--- src/rtl/router_pkg.sv ---
// router_pkg: shared state encoding, header field positions and invalid-destination code for the router input stage
package router_pkg;
  typedef enum logic [1:0] {IDLE, PAYLOAD, DROP, CHECK} state_t;
  localparam logic [1:0] ADDR_INVALID = 2'b11;
  localparam int LEN_W = 6;
  localparam int LEN_MSB = 7;
  localparam int LEN_LSB = 2;
  localparam int DEST_MSB = 1;
  localparam int DEST_LSB = 0;
endpackage

--- src/rtl/router_in_fsm.sv ---
// router_in_fsm: packet sequencing FSM (IDLE/PAYLOAD/DROP/CHECK) with a registered one-cycle pkt_done pulse
// Ports: clock, resetn (async active-low), acc (byte accepted this edge), pkt_valid,
//        hdr_invalid (incoming header targets destination 3), drained (hold empty after this edge),
//        state (current state), pkt_done (high for the single cycle after the parity byte is accepted)
module router_in_fsm
  import router_pkg::*;
(
  input  logic   clock,
  input  logic   resetn,
  input  logic   acc,
  input  logic   pkt_valid,
  input  logic   hdr_invalid,
  input  logic   drained,
  output state_t state,
  output logic   pkt_done
);
  always_ff @(posedge clock or negedge resetn)
    if (!resetn) begin
      state <= IDLE;
      pkt_done <= 1'b0;
    end else begin
      pkt_done <= 1'b0;
      case (state)
        IDLE: if (acc) state <= hdr_invalid ? DROP : PAYLOAD;
        PAYLOAD, DROP: if (acc && !pkt_valid) begin
          state <= CHECK;
          pkt_done <= 1'b1;
        end
        CHECK: if (drained) state <= IDLE;
        default: state <= IDLE;
      endcase
    end
endmodule

--- src/rtl/router_input_stage.sv ---
// router_input_stage: accepts header/payload/parity byte stream, forwards it through a one-byte hold to one of three FIFOs, flags packet errors
// Ports: clock, resetn (async active-low), data_in[7:0], pkt_valid, fifo_full[2:0] in;
//        busy, err, dout[7:0], write_enb[2:0] (one-hot), pkt_done out.
// Macro ROUTER_LEN_CHECK_EN: when defined, a payload count differing from the header length also sets err.
module router_input_stage
  import router_pkg::*;
#(
  parameter int NUM_DEST = 3
) (
  input  logic                clock,
  input  logic                resetn,
  input  logic [7:0]          data_in,
  input  logic                pkt_valid,
  input  logic [NUM_DEST-1:0] fifo_full,
  output logic                busy,
  output logic                err,
  output logic [7:0]          dout,
  output logic [NUM_DEST-1:0] write_enb,
  output logic                pkt_done
);
  state_t state;
  logic [7:0] hold, parity;
  logic hold_valid;
  logic [1:0] dest;
  logic [3:0] full_vec;
  logic full, acc, hdr, par_byte, pay, ld, wr, hdr_invalid, len_err;
  assign full_vec = 4'(fifo_full);
  assign full = full_vec[dest];
  assign hdr_invalid = data_in[DEST_MSB:DEST_LSB] == ADDR_INVALID;
  assign busy = (hold_valid & full) | (state == CHECK);
  assign acc = ~busy & ((state == IDLE & pkt_valid) | state == PAYLOAD | state == DROP);
  assign hdr = acc & state == IDLE;
  assign par_byte = acc & ~pkt_valid;
  assign pay = acc & pkt_valid & state == PAYLOAD;
  // a header for destination 3 is never staged, so the hold only ever carries writable bytes
  assign ld = acc & (state == PAYLOAD | (state == IDLE & ~hdr_invalid));
  assign wr = hold_valid & ~full;
  assign dout = hold;
  assign write_enb = wr ? NUM_DEST'(1) << dest : '0;
`ifdef ROUTER_LEN_CHECK_EN
  logic [LEN_W-1:0] len, count;
  always_ff @(posedge clock or negedge resetn)
    if (!resetn) begin
      len <= '0;
      count <= '0;
    end else if (hdr) begin
      len <= data_in[LEN_MSB:LEN_LSB];
      count <= '0;
    end else if (pay && count != '1) count <= count + LEN_W'(1);
  assign len_err = count != len;
`else
  assign len_err = 1'b0;
`endif
  router_in_fsm u_fsm (
    .clock(clock),
    .resetn(resetn),
    .acc(acc),
    .pkt_valid(pkt_valid),
    .hdr_invalid(hdr_invalid),
    .drained(~hold_valid | wr),
    .state(state),
    .pkt_done(pkt_done)
  );
  always_ff @(posedge clock or negedge resetn)
    if (!resetn) begin
      hold <= '0;
      hold_valid <= 1'b0;
      parity <= '0;
      dest <= '0;
      err <= 1'b0;
    end else begin
      if (ld) hold <= data_in;
      hold_valid <= ld | (hold_valid & ~wr);
      if (hdr) begin
        dest <= data_in[DEST_MSB:DEST_LSB];
        parity <= data_in;
        err <= 1'b0;
      end else if (par_byte) err <= (data_in != parity) | (dest == ADDR_INVALID) | len_err;
      else if (pay) parity <= parity ^ data_in;
    end
endmodule
--- config.mk ---
export PLATFORM = sky130hd
export DESIGN_NAME = router_input_stage
export DESIGN_NICKNAME = d
export VERILOG_FILES = /design/src/rtl/router_pkg.sv /design/src/rtl/router_in_fsm.sv /design/src/rtl/router_input_stage.sv
export SDC_FILE = /design/constraint.sdc
export NUM_CORES = 1
export LEC_CHECK = 0
export ABC_AREA = 1
export CAP_MARGIN = 10
export CORE_ASPECT_RATIO = 1.1
export CORE_MARGIN = 3
export CORE_UTILIZATION = 35
export DETAILED_ROUTE_END_ITERATION = 10
export GPL_ROUTABILITY_DRIVEN = 0
export MAX_ROUTING_LAYER = met4
export SYNTH_ARGS = -nofsm -noshare
export SYNTH_HDL_FRONTEND = slang
export SYNTH_SLANG_ARGS = --single-unit
--- constraint.sdc ---
create_clock -name clock -period 1.7 [get_ports clock]
set_input_delay 0.255 -clock clock [delete_from_list [all_inputs] [get_ports clock]]
set_output_delay 0.255 -clock clock [all_outputs]
set_load 0.02 [all_outputs]
==> results of run 1 <==
-- how the worst max path moves through the flow --
| stage | to | slack (ps) | depth (start not counted) |
|---|---|---|---|
| floorplan | dout[6] | 40 | 9 |
| global route | parity[2] | -40 | 10 |
| global placement | write_enb[2] | -260 | 6 |
| detailed placement | write_enb[2] | -330 | 6 |
| CTS | write_enb[0] | 8 | 5 |
| finish | parity[4] | 40 | 10 |
-- metal layers --
metal  wire length, µm  share of wire  GRT usage  vias up
met4                29         0.0084     0.0530        0
met3               102          0.030     0.0238        4
met1              1510           0.44      0.188      593
li1                  -              -          -      624
met5                 0              0          -        -
met2              1790           0.52      0.270       23
-- final cells by class --
class,count,share of cell area
multi-input combinational,115,0.379
sequential,23,0.285
timing repair buffer,51,0.240
inverter,22,0.0422
clock buffer,4,0.0223
tap,50,0.0310
-- sequential cells by signal, indices dropped and copies added, names as in the netlist --
register and flops:
parity 8, dest 2, hold_valid 1, dout 8, err 1, u_fsm.state 2, u_fsm.pkt_done 1
-- power by group through the flow --
stage	logic [mW]	clock network, mW	registers (mW)
6_report	2.96	0.341	1.02
5_1_grt	3.26	0.372	1.05
4_1_cts	2.54	0.352	1.01
3_5_place_dp	2.44	0	1.02
3_3_place_gp	2.38	0	1.01
2_1_floorplan	1.46	0	1.14
-- timing repair --
action / in CTS / in global routing
pin swaps: 2 / 5
gates resized for setup: 17 / 26
gates cloned: 1 / 2
endpoints found under the setup margin: 14 / 21
hold endpoints to repair: 0 / 0
setup buffers: 1 / 5
-- cell usage after synthesis --
master	instances	share of area
o21ai_1	3	0.011
nand2_2	2	0.0093
inv_1	19	0.053
o21ai_2	8	0.052
o21ai_4	1	0.012
nand3_1	16	0.059
nor3_1	3	0.011
nand4_4	1	0.016
nand2_4	1	0.0083
nand2_1	45	0.13
dfrtp_1	23	0.43
nand3_2	1	0.0074
ha_1	4	0.037
inv_2	3	0.0083
xnor2_1	2	0.013
nand3_4	1	0.013
nor3b_1	1	0.0056
nand4_2	1	0.0093
o21ai_0	4	0.015
a21o_4	1	0.011
a21oi_1	1	0.0037
nor2_1	8	0.022
nand3b_1	1	0.0056
nand4_1	2	0.0093
buf_6	2	0.017
xor2_1	6	0.039
-- kinds of logic (layout without fill, tap and decap cells) --
logic type / count (synthesis) / count (layout) / synth area share
XOR/XNOR: 8 / 8 / 0.0520
AND/OR/NAND/NOR: 83 / 83 / 0.301
adder cells (fa/ha/maj): 4 / 4 / 0.0371
buffers and inverters: 24 / 77 / 0.0779
flip-flops: 23 / 23 / 0.427
AO/OA/AOI/OAI: 18 / 20 / 0.105
-- worst max-delay path: stages, from the launching register on --
cell and delay [ps]:
dfrtp_1 430, inv_2 90, ha_4 150, inv_4 40
o21ai_4 190, nand4_4 230, buf_12 220, nand2_1 50
o21ai_1 50, nand2_1 50, nand2_1 40
-- placed cells by master (no fill, tap or decap), types with 6 or more instances in the layout --
cell type,n
buf_4,18
clkdlybuf4s50_1,23
dfrtp_1,23
inv_1,14
inv_2,7
nand2_1,41
nand3_1,13
nor2_1,6
o21ai_2,9
xor2_1,6
==> flow_summary.yaml, run 1 <==
die:
  pin_count: 28
  core_um2: 3680
  die_w_um: 65.2
  die_h_um: 71.1
  initial_core_util: 0.366
  row_count: 23
  die_area_um2: 4640
critical_path:
  path_max_fanout: 7
  crit_required_ps: 1860
  cp_data_arrival_time_ps: 1820
  endpoint_kind: "flip-flop"
  reg2regPathDepth: 10
  criticalPathCategory: "reg2reg"
  rrSetupSlack_ps: 40
  r2r-end: "parity[4]"
  crit_path_start_kind: "flip-flop"
  reg2reg_from: "u_fsm.state[1]"
  worstSetupStartpoint: "u_fsm.state[1]"
final_layout:
  final-instance-count-excl-fill: 265
  ff_latch_area_um2: 576
  drive_gt1_frac: 0.326
  n_antenna_cell: 0
  finalCoreUtilization: 0.548
  multiInputGateArea_um2: 766
  postLayoutCellArea_um2: 2020
  num-fill-cells: 363
  final_nets: 234
  syn2layout_area_growth_pct: 49.6
synth:
  synth_area_per_cell_um2: 8.43
  ys_types: 26
  synth_warnings: 0
  synth_nets: 178
  postSynthCellCount: 160
  ys_ff_latch: 23
  syn-cell-area_um2: 1350
  seq_area_frac_synth: 0.427
clock_tree:
  cts_buffer_depth: 2
  path_clk_slew_ps: 80
  clk_latency_ps: 260
  numCtsBuffers: 3
  cts_hold_buffers: 0
  cts-htree-levels: 1
  cts.sinks: 23
  cts_root_buffer: "clkbuf_8"
  cts_tree: "built"
route:
  firstDrtPassIters: 2
  wire_per_inst_um: 13.0
  ant_nets: 0
  initialDrtViolationCount: 43
  wl_mm: 3.43
  vias: 1244
  drc: 0
  viasPerCell: 4.69
place:
  post_dp_cell_area_um2: 1800
  hpwl_mm: 2.46
  place_inst: 252
  portBuffers: 27
  place_ws_ps: -330
timing:
  tns_ps: 0
  finalSetupViolations: 0
  hold_violations: 0
  fmax_ghz: 0.604
  fin_crit_ps: 1660
  holdWs_ps: 331
  tightest_slew_ps: 293
  period_share: 0.974
  fin_skew_ps: 3.03
  maxSlewViolCount: 0
  worst_slack_ps: 44.8
  rsz0062_at_grt: "true"
  max_slew_margin: 0.805
pwr:
  power.density_nw_per_um2: 2140
  leakage_nw: 1.02
  ir_worst_vdd_v: 0.000868
  p_sw_mw: 1.93
  swShare: 0.446
  intPower_mw: 2.39
  comb_power_share: 0.686
  p_clk_frac: 0.079
  power_mw: 4.32
  pwr-share-seq: 0.235
hold_path:
  worstHoldPathType: "in2async"
grt:
  grt_max_degree: 24
  grt_antenna_before_repair: 0
  grt_overflow: 0
  grt.total_usage: 0.158
  grt_first_pass_wirelength_mm: 5.64
  grt_pass1_vias: 1302
job:
  maxCapViolCount: 0
run_status:
  status: "finished, final reports clean"
No activity file was read; power rests on OpenSTA's default activity.
==> run 2, diff against run 1 <==
--- a/config.mk
+++ b/config.mk
@@ -13,6 +13,7 @@
 export DETAILED_ROUTE_END_ITERATION = 10
 export GPL_ROUTABILITY_DRIVEN = 0
 export MAX_ROUTING_LAYER = met4
+export SKIP_LAST_GASP = 1
 export SYNTH_ARGS = -nofsm -noshare
 export SYNTH_HDL_FRONTEND = slang
 export SYNTH_SLANG_ARGS = --single-unit
==> flow_summary.yaml, run 2 (synthesis results as in run 1) <==
run_status:
  status: "finished, final reports clean"
clock_tree:
  cts_hold_buffers: 0
  clk_latency_ps: 260
  numCtsBuffers: 3
  cts-htree-levels: 1
  cts_root_buffer: "clkbuf_8"
  path_clk_slew_ps: 80
  cts_buffer_depth: 2
  cts.sinks: 23
  cts_tree: "built"
critical_path:
  cp.buffers_inverters: 3
  criticalPathCategory: "reg2reg"
  crit_required_ps: 1860
  crit_chain: "inv_2 > ha_4 > inv_2 > o21ai_4 > nand4_4 > buf_12 > nand2_1 > o21ai_1 > nand2_1 > nand2_1"
  critPathSlowestCell: "dfrtp_1"
  cp_slowest_stage_delay_ps: 430
  cp.depth: 10
  endpoint_kind: "flip-flop"
  path_delay_family: "flip-flops"
  path_max_fanout: 7
  crit_path_start_kind: "flip-flop"
  crit_top_cell: "nand2_1"
  cp_data_arrival_time_ps: 1800
  reg2regPathDepth: 10
grt:
  grt_overflow: 0
  grt_max_degree: 24
  grt_antenna_before_repair: 0
  grt_pass1_vias: 1302
  grt_first_pass_wirelength_mm: 5.64
  grt.total_usage: 0.158
place:
  hpwl_mm: 2.46
  post_dp_cell_area_um2: 1800
  portBuffers: 27
  place_inst: 252
final_layout:
  postLayoutCellArea_um2: 2010
  finalCoreUtilization: 0.544
  drive_gt1_frac: 0.316
  layout_commonest_cell: "nand2_1"
  syn2layout_area_growth_pct: 48.7
  n_antenna_cell: 0
  layout_common_cells: "43 x nand2_1, 23 x dfrtp_1, 23 x clkdlybuf4s50_1"
  final_nets: 234
  final-instance-count-excl-fill: 265
die:
  core_um2: 3680
  die_area_um2: 4640
  die_w_um: 65.2
  initial_core_util: 0.366
  pin_count: 28
  row_count: 23
  die_h_um: 71.1
route:
  initialDrtViolationCount: 26
  firstDrtPassIters: 4
  wl_mm: 3.39
  dr_wl_met3_um: 136
  wl_met2_mm: 1.78
  vias: 1254
  drc: 0
  viasPerCell: 4.73
  wire_per_inst_um: 12.8
  ant_nets: 0
  highest_layer: "met4"
  met1Wirelength_mm: 1.46
timing:
  rsz0062_at_grt: "true"
  fin_crit_ps: 1630
  tns_ps: 0
  max_slew_margin: 0.802
  maxSlewViolCount: 0
  fmax_ghz: 0.612
  hold_violations: 0
  period_share: 0.961
  finalSetupViolations: 0
  fin_skew_ps: 1.92
  tightest_slew_ps: 297
pwr:
  power_mw: 4.27
  leakage_nw: 1.02
  power.density_nw_per_um2: 2130
  ir_worst_vdd_v: 0.000856
job:
  maxCapViolCount: 0
hold_path:
  worstHoldPathType: "in2async"
run 2: changes by cell type in the layout (fill, tap and decap cells not counted):
| cell | change |
|---|---|
| inv_4 | -1 |
| nand2_1 | +2 |
| nand2_4 | -1 |
| nand2_2 | -1 |
| inv_2 | +1 |
run 2: final timing paths:
check / slack (ps) / to / startpoint
setup / recovery: 70 / parity[4] / u_fsm.state[1]
hold / removal: 330 / parity[4] / resetn
setup reg to reg: 70 / parity[4] / u_fsm.state[1]
hold reg to reg: 480 / dout[7] / dout[7]
max in group asynchronous: 1130 / err / resetn
min in group clock: 480 / dout[7] / dout[7]
run 2: through the flow:
stage | worst slack, ps | hold WS, ps
detailed placement | -330 | 468
CTS | 8.05 | 343
finish | 66.1 | 331
global placement | -263 | 471
floorplan | 36.6 | -40.6
global route | -48.0 | 372
run 2: area by class of cell:
class                           count  area [µm²]
Clock buffer                        4        45.0
Fill cell                         363        1680
Inverter                           22        82.6
Multi-Input combinational cell    115         756
Sequential cell                    23         576
Tap cell                           50        62.6
Timing Repair Buffer               51         484
run 2: power breakdown:
group,switching (mW),internal [mW]
clock,0.173,0.167
combinational,1.54,1.38
sequential,0.184,0.828
run 2: metal layers:
| layer | vias up | GRT usage |
|---|---|---|
| li1 | 624 | - |
| met1 | 596 | 0.188 |
| met2 | 30 | 0.270 |
| met3 | 4 | 0.0238 |
| met4 | 0 | 0.0530 |
| met5 | - | - |
run 2: repair_timing:
item,4_1_cts,5_1_grt
gates resized for setup,17,22
setup endpoints to repair,14,21
pin swaps,2,4
buffers inserted,1,5
gates cloned,1,2
==> run 3, diff against run 2 <==
--- a/config.mk
+++ b/config.mk
@@ -6,10 +6,12 @@
 export NUM_CORES = 1
 export LEC_CHECK = 0
 export ABC_AREA = 1
+export ABC_CLOCK_PERIOD_IN_PS = 1700
 export CAP_MARGIN = 10
 export CORE_ASPECT_RATIO = 1.1
 export CORE_MARGIN = 3
 export CORE_UTILIZATION = 35
+export CTS_CLUSTER_SIZE = 10
 export DETAILED_ROUTE_END_ITERATION = 10
 export GPL_ROUTABILITY_DRIVEN = 0
 export MAX_ROUTING_LAYER = met4
==> results of run 3 <==
No change in the layout: final DEF, timing and power equal those of run 2.
